$ cat src/rtl/fir_pkg.sv
// fir_pkg
// Declarations shared by the coefficient loader and the FIR filter.
//   loader_state_t : coefficient loader FSM states
//   ncoef()        : number of stored coefficients for a filter order.
//                    The filter is symmetric, so it keeps only half the taps.
//   addr_width()   : coefficient address width for a filter order
package fir_pkg;

    typedef enum logic [1:0] {
        IDLE   = 2'd0,
        LOAD   = 2'd1,
        SETTLE = 2'd2,
        DONE   = 2'd3
    } loader_state_t;

    function automatic int ncoef(input int ord);
        return (ord + 1) >> 1;
    endfunction

    function automatic int addr_width(input int ord);
        return $clog2(ncoef(ord));
    endfunction

endpackage

$ cat src/rtl/loader_timer.sv
// loader_timer
// Loadable down-counter with a zero flag. The coefficient loader uses it
// both for the inter-beat timeout in LOAD and for the SETTLE duration.
//   clk        : clock
//   nrst       : asynchronous active-low reset (count cleared)
//   load       : load count from load_value (takes priority over dec)
//   load_value : value to load
//   dec        : decrement count by one
//   zero       : count is zero
module loader_timer #(
    parameter int WIDTH = 10
) (
    input  logic             clk,
    input  logic             nrst,
    input  logic             load,
    input  logic [WIDTH-1:0] load_value,
    input  logic             dec,
    output logic             zero
);

    logic [WIDTH-1:0] count;

    always_ff @(posedge clk or negedge nrst) begin
        if (!nrst) begin
            count <= '0;
        end else if (load) begin
            count <= load_value;
        end else if (dec) begin
            count <= count - WIDTH'(1);
        end
    end

    assign zero = (count == '0);

endmodule

$ cat src/rtl/fir_coeff_loader.sv
// fir_coeff_loader
// Streams NCOEF coefficients from a valid/ready source into the FIR
// coefficient memory. After the last coefficient, it mutes the filter for
// 2*D clock cycles so that the stale accumulation is flushed. It then
// pulses done.
//   clk        : clock
//   nrst       : asynchronous active-low reset
//   start      : begin a load (honoured only in IDLE)
//   abort      : cancel a load in progress
//   s_valid    : coefficient beat valid
//   s_data     : coefficient value, in index order
//   s_ready    : loader accepts a beat (high exactly in LOAD)
//   fir_c_we   : coefficient write enable, one cycle after a handshake
//   fir_c_in   : coefficient write data
//   fir_c_addr : coefficient write address
//   mute       : filter output invalid (LOAD and SETTLE)
//   busy       : loader not in IDLE
//   done       : one-cycle pulse on successful completion
//   err        : sticky timeout/abort flag, cleared by the next start
module fir_coeff_loader
    import fir_pkg::*;
#(
    parameter  int ORD        = 256,
    parameter  int COEFF_SIZE = 16,
    parameter  int D          = 52,
    parameter  int TIMEOUT    = 1024,
    localparam int NCOEF      = ncoef(ORD),
    localparam int AW         = addr_width(ORD)
) (
    input  logic                  clk,
    input  logic                  nrst,
    input  logic                  start,
    input  logic                  abort,
    input  logic                  s_valid,
    input  logic [COEFF_SIZE-1:0] s_data,
    output logic                  s_ready,
    output logic                  fir_c_we,
    output logic [COEFF_SIZE-1:0] fir_c_in,
    output logic [AW-1:0]         fir_c_addr,
    output logic                  mute,
    output logic                  busy,
    output logic                  done,
    output logic                  err
);

    // The timer must hold both TIMEOUT-1 and 2*D-1.
    localparam int TMAX = (TIMEOUT > 2 * D) ? TIMEOUT : 2 * D;
    localparam int TW   = (TMAX > 1) ? $clog2(TMAX) : 1;

    // The reload values are one less than the count. The zero cycle is
    // itself the final counted cycle.
    localparam logic [TW-1:0] TIMEOUT_RELOAD = TW'(TIMEOUT - 1);
    localparam logic [TW-1:0] SETTLE_RELOAD  = TW'(2 * D - 1);
    localparam logic [AW-1:0] LAST_INDEX     = AW'(NCOEF - 1);

    loader_state_t state;
    loader_state_t next_state;

    logic [AW-1:0] index;
    logic          handshake;
    logic          last_beat;
    logic          begin_load;
    logic          timed_out;

    logic          timer_load;
    logic          timer_dec;
    logic [TW-1:0] timer_value;
    logic          timer_zero;

    logic          s_ready_d;
    logic          mute_d;
    logic          busy_d;
    logic          done_d;
    logic          err_d;

    // s_ready is registered from next_state, so it is high exactly in LOAD.
    assign handshake  = s_valid && s_ready;
    assign last_beat  = (index == LAST_INDEX);
    assign begin_load = (state == IDLE) && start && !abort;
    assign timed_out  = (state == LOAD) && !handshake && timer_zero;

    loader_timer #(
        .WIDTH (TW)
    ) u_timer (
        .clk        (clk),
        .nrst       (nrst),
        .load       (timer_load),
        .load_value (timer_value),
        .dec        (timer_dec),
        .zero       (timer_zero)
    );

    always_ff @(posedge clk or negedge nrst) begin
        if (!nrst) begin
            state <= IDLE;
        end else begin
            state <= next_state;
        end
    end

    always_comb begin
        next_state = state;
        case (state)
            IDLE: begin
                if (begin_load) begin
                    next_state = LOAD;
                end
            end
            LOAD: begin
                if (abort) begin
                    next_state = IDLE;
                end else if (handshake && last_beat) begin
                    next_state = SETTLE;
                end else if (timed_out) begin
                    next_state = IDLE;
                end
            end
            SETTLE: begin
                if (abort) begin
                    next_state = IDLE;
                end else if (timer_zero) begin
                    next_state = DONE;
                end
            end
            DONE: begin
                next_state = IDLE;
            end
            default: begin
                next_state = IDLE;
            end
        endcase
    end

    // The timer is reloaded with the timeout on start and on every beat.
    // The last beat reloads it with the settle length instead.
    always_comb begin
        timer_load  = 1'b0;
        timer_dec   = 1'b0;
        timer_value = TIMEOUT_RELOAD;
        case (state)
            IDLE: begin
                timer_load = begin_load;
            end
            LOAD: begin
                if (handshake) begin
                    timer_load = 1'b1;
                    if (last_beat) begin
                        timer_value = SETTLE_RELOAD;
                    end
                end else begin
                    timer_dec = !timer_zero;
                end
            end
            SETTLE: begin
                timer_dec = !timer_zero;
            end
            default: begin
                timer_load = 1'b0;
            end
        endcase
    end

    // The index stops at the last address instead of wrapping.
    always_ff @(posedge clk or negedge nrst) begin
        if (!nrst) begin
            index <= '0;
        end else if (begin_load) begin
            index <= '0;
        end else if (handshake && !last_beat) begin
            index <= index + AW'(1);
        end
    end

    // Status outputs follow next_state, so they line up with the state register.
    always_comb begin
        s_ready_d = (next_state == LOAD);
        mute_d    = (next_state == LOAD) || (next_state == SETTLE);
        busy_d    = (next_state != IDLE);
        done_d    = (next_state == DONE);
        err_d     = err;
        if (begin_load) begin
            err_d = 1'b0;
        end else if ((state != IDLE) && abort) begin
            err_d = 1'b1;
        end else if (timed_out) begin
            err_d = 1'b1;
        end
    end

    // Data and address are updated only on a write; the filter ignores them otherwise.
    always_ff @(posedge clk or negedge nrst) begin
        if (!nrst) begin
            s_ready    <= 1'b0;
            mute       <= 1'b0;
            busy       <= 1'b0;
            done       <= 1'b0;
            err        <= 1'b0;
            fir_c_we   <= 1'b0;
            fir_c_in   <= '0;
            fir_c_addr <= '0;
        end else begin
            s_ready  <= s_ready_d;
            mute     <= mute_d;
            busy     <= busy_d;
            done     <= done_d;
            err      <= err_d;
            fir_c_we <= handshake;
            if (handshake) begin
                fir_c_in   <= s_data;
                fir_c_addr <= index;
            end
        end
    end

endmodule

$ cat config.mk
export PLATFORM = sky130hd
export DESIGN_NAME = fir_coeff_loader
export DESIGN_NICKNAME = d
export VERILOG_FILES = /design/src/rtl/fir_pkg.sv /design/src/rtl/loader_timer.sv /design/src/rtl/fir_coeff_loader.sv
export SDC_FILE = /design/constraint.sdc
export NUM_CORES = 1
export LEC_CHECK = 0
export ABC_AREA = 1
export BUFFER_PORTS_ARGS = -buffer_cell sky130_fd_sc_hd__buf_2
export CAP_MARGIN = 15
export CORE_UTILIZATION = 35
export CTS_BUF_LIST = sky130_fd_sc_hd__clkbuf_4 sky130_fd_sc_hd__clkbuf_8 sky130_fd_sc_hd__clkbuf_16
export DETAILED_ROUTE_END_ITERATION = 8
export PLACE_DENSITY = 0.64
export SLEW_MARGIN = 10
export SYNTH_ARGS = -nofsm -noshare
export SYNTH_HDL_FRONTEND = slang
export SYNTH_SLANG_ARGS = --single-unit
$ cat constraint.sdc
create_clock -name clk -period 4.5 [get_ports clk]
set_clock_uncertainty 0.15 [all_clocks]
set_input_delay 0.675 -clock clk [delete_from_list [all_inputs] [get_ports clk]]
set_output_delay 0.675 -clock clk [all_outputs]
set_load 0.1 [all_outputs]
==> flow_summary.ini, run 1 <==
[critical_path]
cp_common_cell = nand3_1
crit_chain = buf_2, nand2_4, inv_2, nor2_1, nand3_1, nand3_1, nand2_1, nand3_1, nand2_1, inv_1, ha_1
arrival_ns = 2.25
cp-start-kind = input pin
slowest_stage = inv_2
cp_data_required_time_ns = 4.54
path_class = in2reg
end_kind = flip-flop
crit_fanout = 33
critPathMaxStageDelay_ns = 0.37

[synthesis]
synth_nets = 294
ys_seq_area_frac = 0.522
ys_ff_latch = 48
synth_common_cells = nand2_1, dfrtp_1, inv_1, nand3_1, a21oi_1
yosysMostFrequentCell = nand2_1
syn_area_per_cell_um2 = 8.68
synth_top_cell_area_share = 0.522
netlist_instances = 265
synthesis.area_um2 = 2300
yosys.area.top_type = dfrtp_1
synthArstFlopShare = 1.00
yosys_warnings = 0
synth_flop_cell = dfrtp_1
synth.distinct_cells = 29
synth_area_leaders = dfrtp_1, nand2_1, ha_1
synth-edff-count = 0

[sta]
tns_ns = 0
holdWs_ns = 0.179
fmax_mhz = 454
max_slew.worst_pin.slew_ns = 0.515
period_share = 0.489
slew_violations = 0
hold_viol = 0
setup_violations = 0
fin_crit_ns = 2.20
relSlewSlack = 0.657
rsz0062_at_grt = false

[drt]
wirelength_mm = 4.38
drt_iter0_drc = 95
num_vias = 1825
ant_nets = 0
drc_errors = 0
first_pass_iters = 4
routed_via_density = 4.63
wl_per_cell_um = 11.1

[clock_tree]
clk_pin_slew_ns = 0.08
htreeDepth = 2
postCtsSetupRepairBufs = 0
cts_buffers = 5
cts-hold-fix-buffers = 0
clk_latency_ns = 0.31
cts-root-buf = clkbuf_8
cts_tree = yes
ctsResizeCount = 0
cts_num_sinks = 48
clk_path_buf_depth = 2

[grt]
gr-total-overflow = 0
grt_usage = 0.139
grt_pass1_wl_mm = 7.76
grt_pass1_vias = 1695
antenna_found_initial = 0
grt_max_degree = 49

[layout]
n_antenna_cell = 0
area_growth_pct = 18.4
drive_gt1_frac = 0.259
nets = 345

[die]
die_width_um = 83.1
rows = 29
start_util = 0.362
core_region_area_um2 = 6350
die_y_um = 83.1
die_area_um2 = 6900
boundaryPins = 50

[run_status]
status = finished clean

[min_path]
hp-class = in2async

[run]
cap_viol_max_count = 0

[placement]
numPortBuffers = 49
gp_congestion = 0.772
dp_hpwl_mm = 3.08
[registers in the layout (all words and copies together), names as in the netlist]
name / flops
fir_c_in: 16
done: 1
s_ready: 1
state: 2
fir_c_addr: 7
busy: 1
index: 7
err: 1
fir_c_we: 1
u_timer.count: 10
mute: 1
[final timing paths]
check / from / end / slack [ns] / cells after the start
min reg2reg: fir_c_in[13] / fir_c_in[13] / 0.33 / 2
max: s_valid / mute / 2.30 / 11
min: nrst / fir_c_in[12] / 0.18 / 1
max reg2reg: s_ready / mute / 2.37 / 10
max in group asynchronous: nrst / u_timer.count[7] / 3.51 / 2
min in group clk: fir_c_in[13] / fir_c_in[13] / 0.33 / 2
[per-stage QoR]
step,utilization,cell area [um2],setup slack (ns),instances
2_1_floorplan,-,2300,2.30,265
3_3_place_gp,0.411,2610,2.01,385
3_5_place_dp,0.411,2610,1.95,385
4_1_cts,0.426,2710,2.28,393
5_1_grt,0.429,2730,2.10,394
6_report,0.429,2730,2.30,394
[layout by cell type (no fill, tap or decap), types with 2 or more instances in the layout]
master and instances:
nor2_4 3, inv_2 3, dfrtp_1 48, nand2_2 4, inv_1 25, nand2_4 2
nor3_1 2, nand2_1 83, clkbuf_8 6, a21oi_1 15, xor2_1 2, o21ai_0 13
nor2_2 4, o21ai_2 5, nand3_1 17, buf_2 49, nand4_1 2, clkinvlp_4 2
o211ai_1 2, ha_1 8, nor2_1 13
[per-layer routing]
| metal | vias up | GRT usage | wire, um |
|---|---|---|---|
| li1 | 941 | - | - |
| met1 | 826 | 0.189 | 2130 |
| met2 | 52 | 0.215 | 1970 |
| met3 | 6 | 0.0308 | 213 |
| met4 | 0 | 0.0564 | 63 |
| met5 | - | 0 | 0 |
[critical path, delay by kind of cell]
kind	cells	cell delay (ns)
simple gates	7	0.74
buf+inv	3	0.53
fa+ha+maj	1	0.29
[final cells by class]
class	count	area, um2
Sequential cell	48	1200
Tap cell	77	96.3
Inverter	28	105
Clock buffer	6	82.6
Multi-Input combinational cell	183	960
Timing Repair Buffer	50	265
Fill cell	636	3620
Clock inverter	2	15.0
[kinds of logic after synthesis]
kind of cell,after synthesis,share of synthesized area
AND/OR/NAND/NOR,135,0.270
buffers and inverters,34,0.0609
XOR/XNOR,2,0.00761
flip-flops,48,0.522
adder cells (fa/ha/maj),8,0.0435
AO/OA/AOI/OAI,38,0.0957
Power of run 1 is left out: the tool's default activity adds up to more than one toggle a clock period on the data nets, which glitch-free logic cannot reach.
==> inputs of run 2 (changes only) <==
--- a/config.mk
+++ b/config.mk
@@ -11,7 +11,7 @@
 export CORE_UTILIZATION = 35
 export CTS_BUF_LIST = sky130_fd_sc_hd__clkbuf_4 sky130_fd_sc_hd__clkbuf_8 sky130_fd_sc_hd__clkbuf_16
 export DETAILED_ROUTE_END_ITERATION = 8
-export PLACE_DENSITY = 0.64
+export PLACE_DENSITY = 0.67
 export SLEW_MARGIN = 10
 export SYNTH_ARGS = -nofsm -noshare
 export SYNTH_HDL_FRONTEND = slang
==> constraint.sdc (replaced) <==
create_clock -name clk -period 1.8 [get_ports clk]
set_clock_uncertainty 0.15 [all_clocks]
set_input_delay 0.27 -clock clk [delete_from_list [all_inputs] [get_ports clk]]
set_output_delay 0.27 -clock clk [all_outputs]
set_load 0.1 [all_outputs]
==> run 2 against run 1 <==
- the run now ends with setup timing left
- final area increased by 20%
- wire length grew 20%
- non-clock buffer count rose by 39
- register-to-register slack got worse by 2.4 ns
- sequential share of layout area fell by 7.2 points
- hold slack worse by 0.17 ns
- critical path type is now reg2reg
- critical endpoint is now u_timer.count[0]
- largest cell class unchanged
- highest routed layer unchanged
==> flow_summary.ini, run 2 (synthesized netlist as in run 1, its figures left out) <==
[run_status]
status = finished, violations left
violations = setup timing

[drt]
routed_via_density = 4.63
drc_errors = 0
first_pass_iters = 4
drt_iter0_drc = 64
ant_nets = 0
wirelength_mm = 5.24
wl_per_cell_um = 12.1
num_vias = 2010

[critical_path]
cp-start-kind = flip-flop
path_class = reg2reg
cp_data_required_time_ns = 1.85
crit_fanout = 5
critPathTopFamily = simple AND/OR/NAND/NOR gates
critPathMaxStageDelay_ns = 0.40
end_kind = flip-flop
arrival_ns = 1.85
cp_common_cell = o21ai_2
slowest_stage = dfrtp_1
crit_chain = inv_2, ha_4, nand2_4, nor2_4, buf_6, nand2_2, nand3_4, nand2_8, buf_4, o21ai_2, o21ai_2
crit_buf_inv = 3

[layout]
multiInputGateArea_um2 = 1150
fin_util = 0.515
fillCellCount = 570
largest_register_ffs = 16
area_growth_pct = 42.2
regMostFlops = fir_c_in
drive_gt1_frac = 0.412
reg.largest.list = fir_c_in (16), u_timer.count (10)
n_antenna_cell = 0
regArea_um2 = 1210
final_area_um2 = 3270
nets = 385
final_cell_mix = nand2_1, buf_2, dfrtp_1
layout_commonest_cell = nand2_1

[grt]
antenna_found_initial = 0
grt_usage = 0.148
grt_max_degree = 36
grt_pass1_vias = 1881
grt_pass1_wl_mm = 8.47
gr-total-overflow = 0

[sta]
fin_crit_ns = 1.81
slew_violations = 0
fmax_mhz = 554
rsz0062_at_grt = true
period_share = 1.00
tns_ns = -0.00626
setup_ws_ns = -0.00618
setup_violations = 2
hold_viol = 0
max_slew.worst_pin.slew_ns = 0.489
relSlewSlack = 0.676

[clock_tree]
clk_path_buf_depth = 2
cts_tree = yes
cts-root-buf = clkbuf_8
cts_buffers = 5
clk_pin_slew_ns = 0.09
clk_latency_ns = 0.30
cts_num_sinks = 48
htreeDepth = 2

[placement]
dp_hpwl_mm = 3.32
gp_congestion = 0.783
numPortBuffers = 49
placed_area_um2 = 2790
preCtsSetupSlack_ns = -0.0742

[die]
core_region_area_um2 = 6350
rows = 29
boundaryPins = 50
start_util = 0.362
die_y_um = 83.1
die_width_um = 83.1
die_area_um2 = 6900

[min_path]
hp-class = in2reg

[run]
cap_viol_max_count = 0
## run 2: changes by cell type in the layout (fill, tap and decap cells not counted), sizes merged
cell / before / now
buf: 50 / 86
dlygate4sd3: 0 / 3
clkinvlp: 2 / 0
bufinv: 0 / 1
clkinv: 0 / 1
nand2: 89 / 90
## run 2: repair_timing
item / in CTS / in global routing
hold endpoints to repair: 15 / 0
resized for setup: 10 / 32
cloned: 0 / 1
pin swaps: 3 / 19
setup buffers: 1 / 16
endpoints found under the setup margin: 10 / 19
hold buffers: 3 / 0
## run 2: worst paths after layout
check | start | slack, ns | cells after the start | endpoint
max | u_timer.count[1] | -0.006 | 11 | u_timer.count[0]
min | s_data[11] | 0.008 | 3 | fir_c_in[11]
max reg2reg | u_timer.count[1] | -0.006 | 11 | u_timer.count[0]
min reg2reg | fir_c_in[11] | 0.33 | 2 | fir_c_in[11]
max in group asynchronous | nrst | 0.72 | 3 | index[4]
min in group asynchronous | nrst | 0.27 | 2 | err
## run 2: worst register-to-register path: cells and delay by family (launching register included)
kind,cells,cell delay (ns)
buffers and inverters,3,0.35
and+or+nand+nor,5,0.55
adders and majority gates,1,0.15
DFF,1,0.40
AOI/OAI and AO/OA,2,0.11
## run 2: per-stage QoR
stage,instances,hold slack [ns]
floorplan,265,-0.176
global placement,405,0.0527
detailed placement,405,0.0528
CTS,417,0.00186
global route,434,0.0114
finish,434,0.00818
## run 2: area by class of cell
type / instances / share of cell area
inverter: 28 / 0.0329
tap: 77 / 0.0294
timing repair buffer: 89 / 0.179
sequential: 48 / 0.369
clock inverter: 2 / 0.0119
multi-input combinational: 184 / 0.353
clock buffer: 6 / 0.0252
## run 2: metal layers
layer  up-vias  global-route usage  share of wire
met4         0              0.0329          0.011
met2        45               0.261           0.50
met3         7              0.0348          0.038
li1       1021                   -              -
met1       937               0.184           0.45
met5         -                   0              0
Power of run 2 is left out for the same reason.
==> inputs of run 3 (changes only) <==
--- a/config.mk
+++ b/config.mk
@@ -11,6 +11,7 @@
 export CORE_UTILIZATION = 35
 export CTS_BUF_LIST = sky130_fd_sc_hd__clkbuf_4 sky130_fd_sc_hd__clkbuf_8 sky130_fd_sc_hd__clkbuf_16
 export DETAILED_ROUTE_END_ITERATION = 8
+export GPL_TIMING_DRIVEN = 0
 export PLACE_DENSITY = 0.67
 export SLEW_MARGIN = 10
 export SYNTH_ARGS = -nofsm -noshare
==> run 3 against run 2 <==
- the flow still finishes with violations (setup timing)
- highest routed layer unchanged
- first-iteration DRC count up 50%
- largest cell class unchanged
- via count hardly changed
- setup slack got worse by 0.014 ns
- final area down 3.0%
- non-clock buffer count shrank 10
- count of clock-buffer cells in the layout unchanged
- global-route usage grew 0.63 points
- maximum frequency fell by 0.75%
- die area unchanged
- hold slack is essentially flat
==> flow_summary.ini, run 3 (synthesized netlist as in run 1, its figures left out) <==
[clock_tree]
cts_buffers = 5
clk_latency_ns = 0.30
cts_num_sinks = 48
cts-root-buf = clkbuf_8
cts_tree = yes
clk_pin_slew_ns = 0.09
clk_path_buf_depth = 2
htreeDepth = 2

[sta]
setup_violations = 4
period_share = 1.01
hold_viol = 0
slew_violations = 0
relSlewSlack = 0.671
max_slew.worst_pin.slew_ns = 0.497
fin_crit_ns = 1.82
rsz0062_at_grt = true
fmax_mhz = 549
holdWs_ns = 0.00867
setup_ws_ns = -0.0199

[layout]
reg.largest.list = fir_c_in (16), u_timer.count (10)
regMostFlops = fir_c_in
final_cell_mix = nand2_1, buf_2, dfrtp_1
regArea_um2 = 1210
multiInputGateArea_um2 = 1150
layout_commonest_cell = nand2_1
area_growth_pct = 38.0
nets = 374
n_antenna_cell = 0
fillCellCount = 586
drive_gt1_frac = 0.425
largest_register_ffs = 16

[critical_path]
arrival_ns = 1.87
end_kind = flip-flop
path_class = reg2reg
cp-start-kind = flip-flop
cp_data_required_time_ns = 1.85
crit_fanout = 4

[grt]
grt_pass1_wl_mm = 8.73
grt_usage = 0.154
gr-total-overflow = 0
grt_max_degree = 49
antenna_found_initial = 0
grt_pass1_vias = 1981

[drt]
drc_errors = 0
drt_iter0_drc = 96
num_vias = 2009
routed_via_density = 4.75
wl_per_cell_um = 12.7
wirelength_mm = 5.35
ant_nets = 0
first_pass_iters = 4

[run]
cap_viol_max_count = 0

[run_status]
violations = setup timing
status = finished, violations left

[die]
die_width_um = 83.1
boundaryPins = 50
start_util = 0.362
die_y_um = 83.1
core_region_area_um2 = 6350
die_area_um2 = 6900
rows = 29

[placement]
gp_congestion = 0.852
numPortBuffers = 49
dp_hpwl_mm = 3.25

[min_path]
hp-class = in2reg
==> run 3: critical path, cell delays in order (launching register included) <==
cell	delay, ns
dfrtp_1	0.39
inv_2	0.08
ha_4	0.15
nand2_4	0.07
nor2_4	0.16
nand3_2	0.12
nand3_2	0.11
nand2_2	0.07
nand3_2	0.08
nand2_4	0.07
inv_2	0.05
ha_1	0.22
==> run 3: path summary, 6_finish.rpt <==
kind / slack [ns] / endpoint / startpoint / cells past startpoint
setup / recovery: -0.02 / mute / u_timer.count[1] / 11
hold / removal: 0.009 / fir_c_in[6] / s_data[6] / 3
setup reg to reg: -0.02 / mute / u_timer.count[1] / 11
hold reg to reg: 0.33 / fir_c_in[1] / fir_c_in[1] / 2
max in group asynchronous: 0.73 / u_timer.count[4] / nrst / 3
min in group asynchronous: 0.26 / fir_c_in[13] / nrst / 2
==> run 3: layer usage <==
metal,global-route usage,up-vias,part of all wire
met3,0.0358,9,0.039
met5,0,-,0
met1,0.185,950,0.45
met2,0.278,46,0.50
li1,-,1004,-
met4,0.0392,0,0.014
==> run 3: layout make-up <==
class | instances | area share
multi-input combinational | 183 | 0.361
clock inverter | 2 | 0.0122
clock buffer | 6 | 0.0260
inverter | 28 | 0.0355
tap | 77 | 0.0304
timing repair buffer | 73 | 0.140
buffer | 6 | 0.0138
sequential | 48 | 0.380
==> run 3: repair_timing <==
action | 4_1_cts | 5_1_grt
resized for setup | 13 | 42
hold buffers | 2 | 1
setup buffers | 8 | 13
endpoints found under the setup margin | 13 | 14
endpoints found under the hold margin | 2 | 16
pin swaps | 5 | 14
==> run 3: metrics by stage <==
step / setup slack [ns] / setup TNS (ns) / cells / utilization / area, um2
2_1_floorplan: -0.00620 / -0.00620 / 265 / - / 2310
3_3_place_gp: -0.159 / -0.675 / 391 / 0.418 / 2650
3_5_place_dp: -0.184 / -0.962 / 391 / 0.418 / 2650
4_1_cts: -0.0328 / -0.122 / 409 / 0.457 / 2900
5_1_grt: -0.0952 / -0.656 / 423 / 0.500 / 3170
6_report: -0.0199 / -0.0462 / 423 / 0.500 / 3170
Power of run 3 is left out for the same reason.
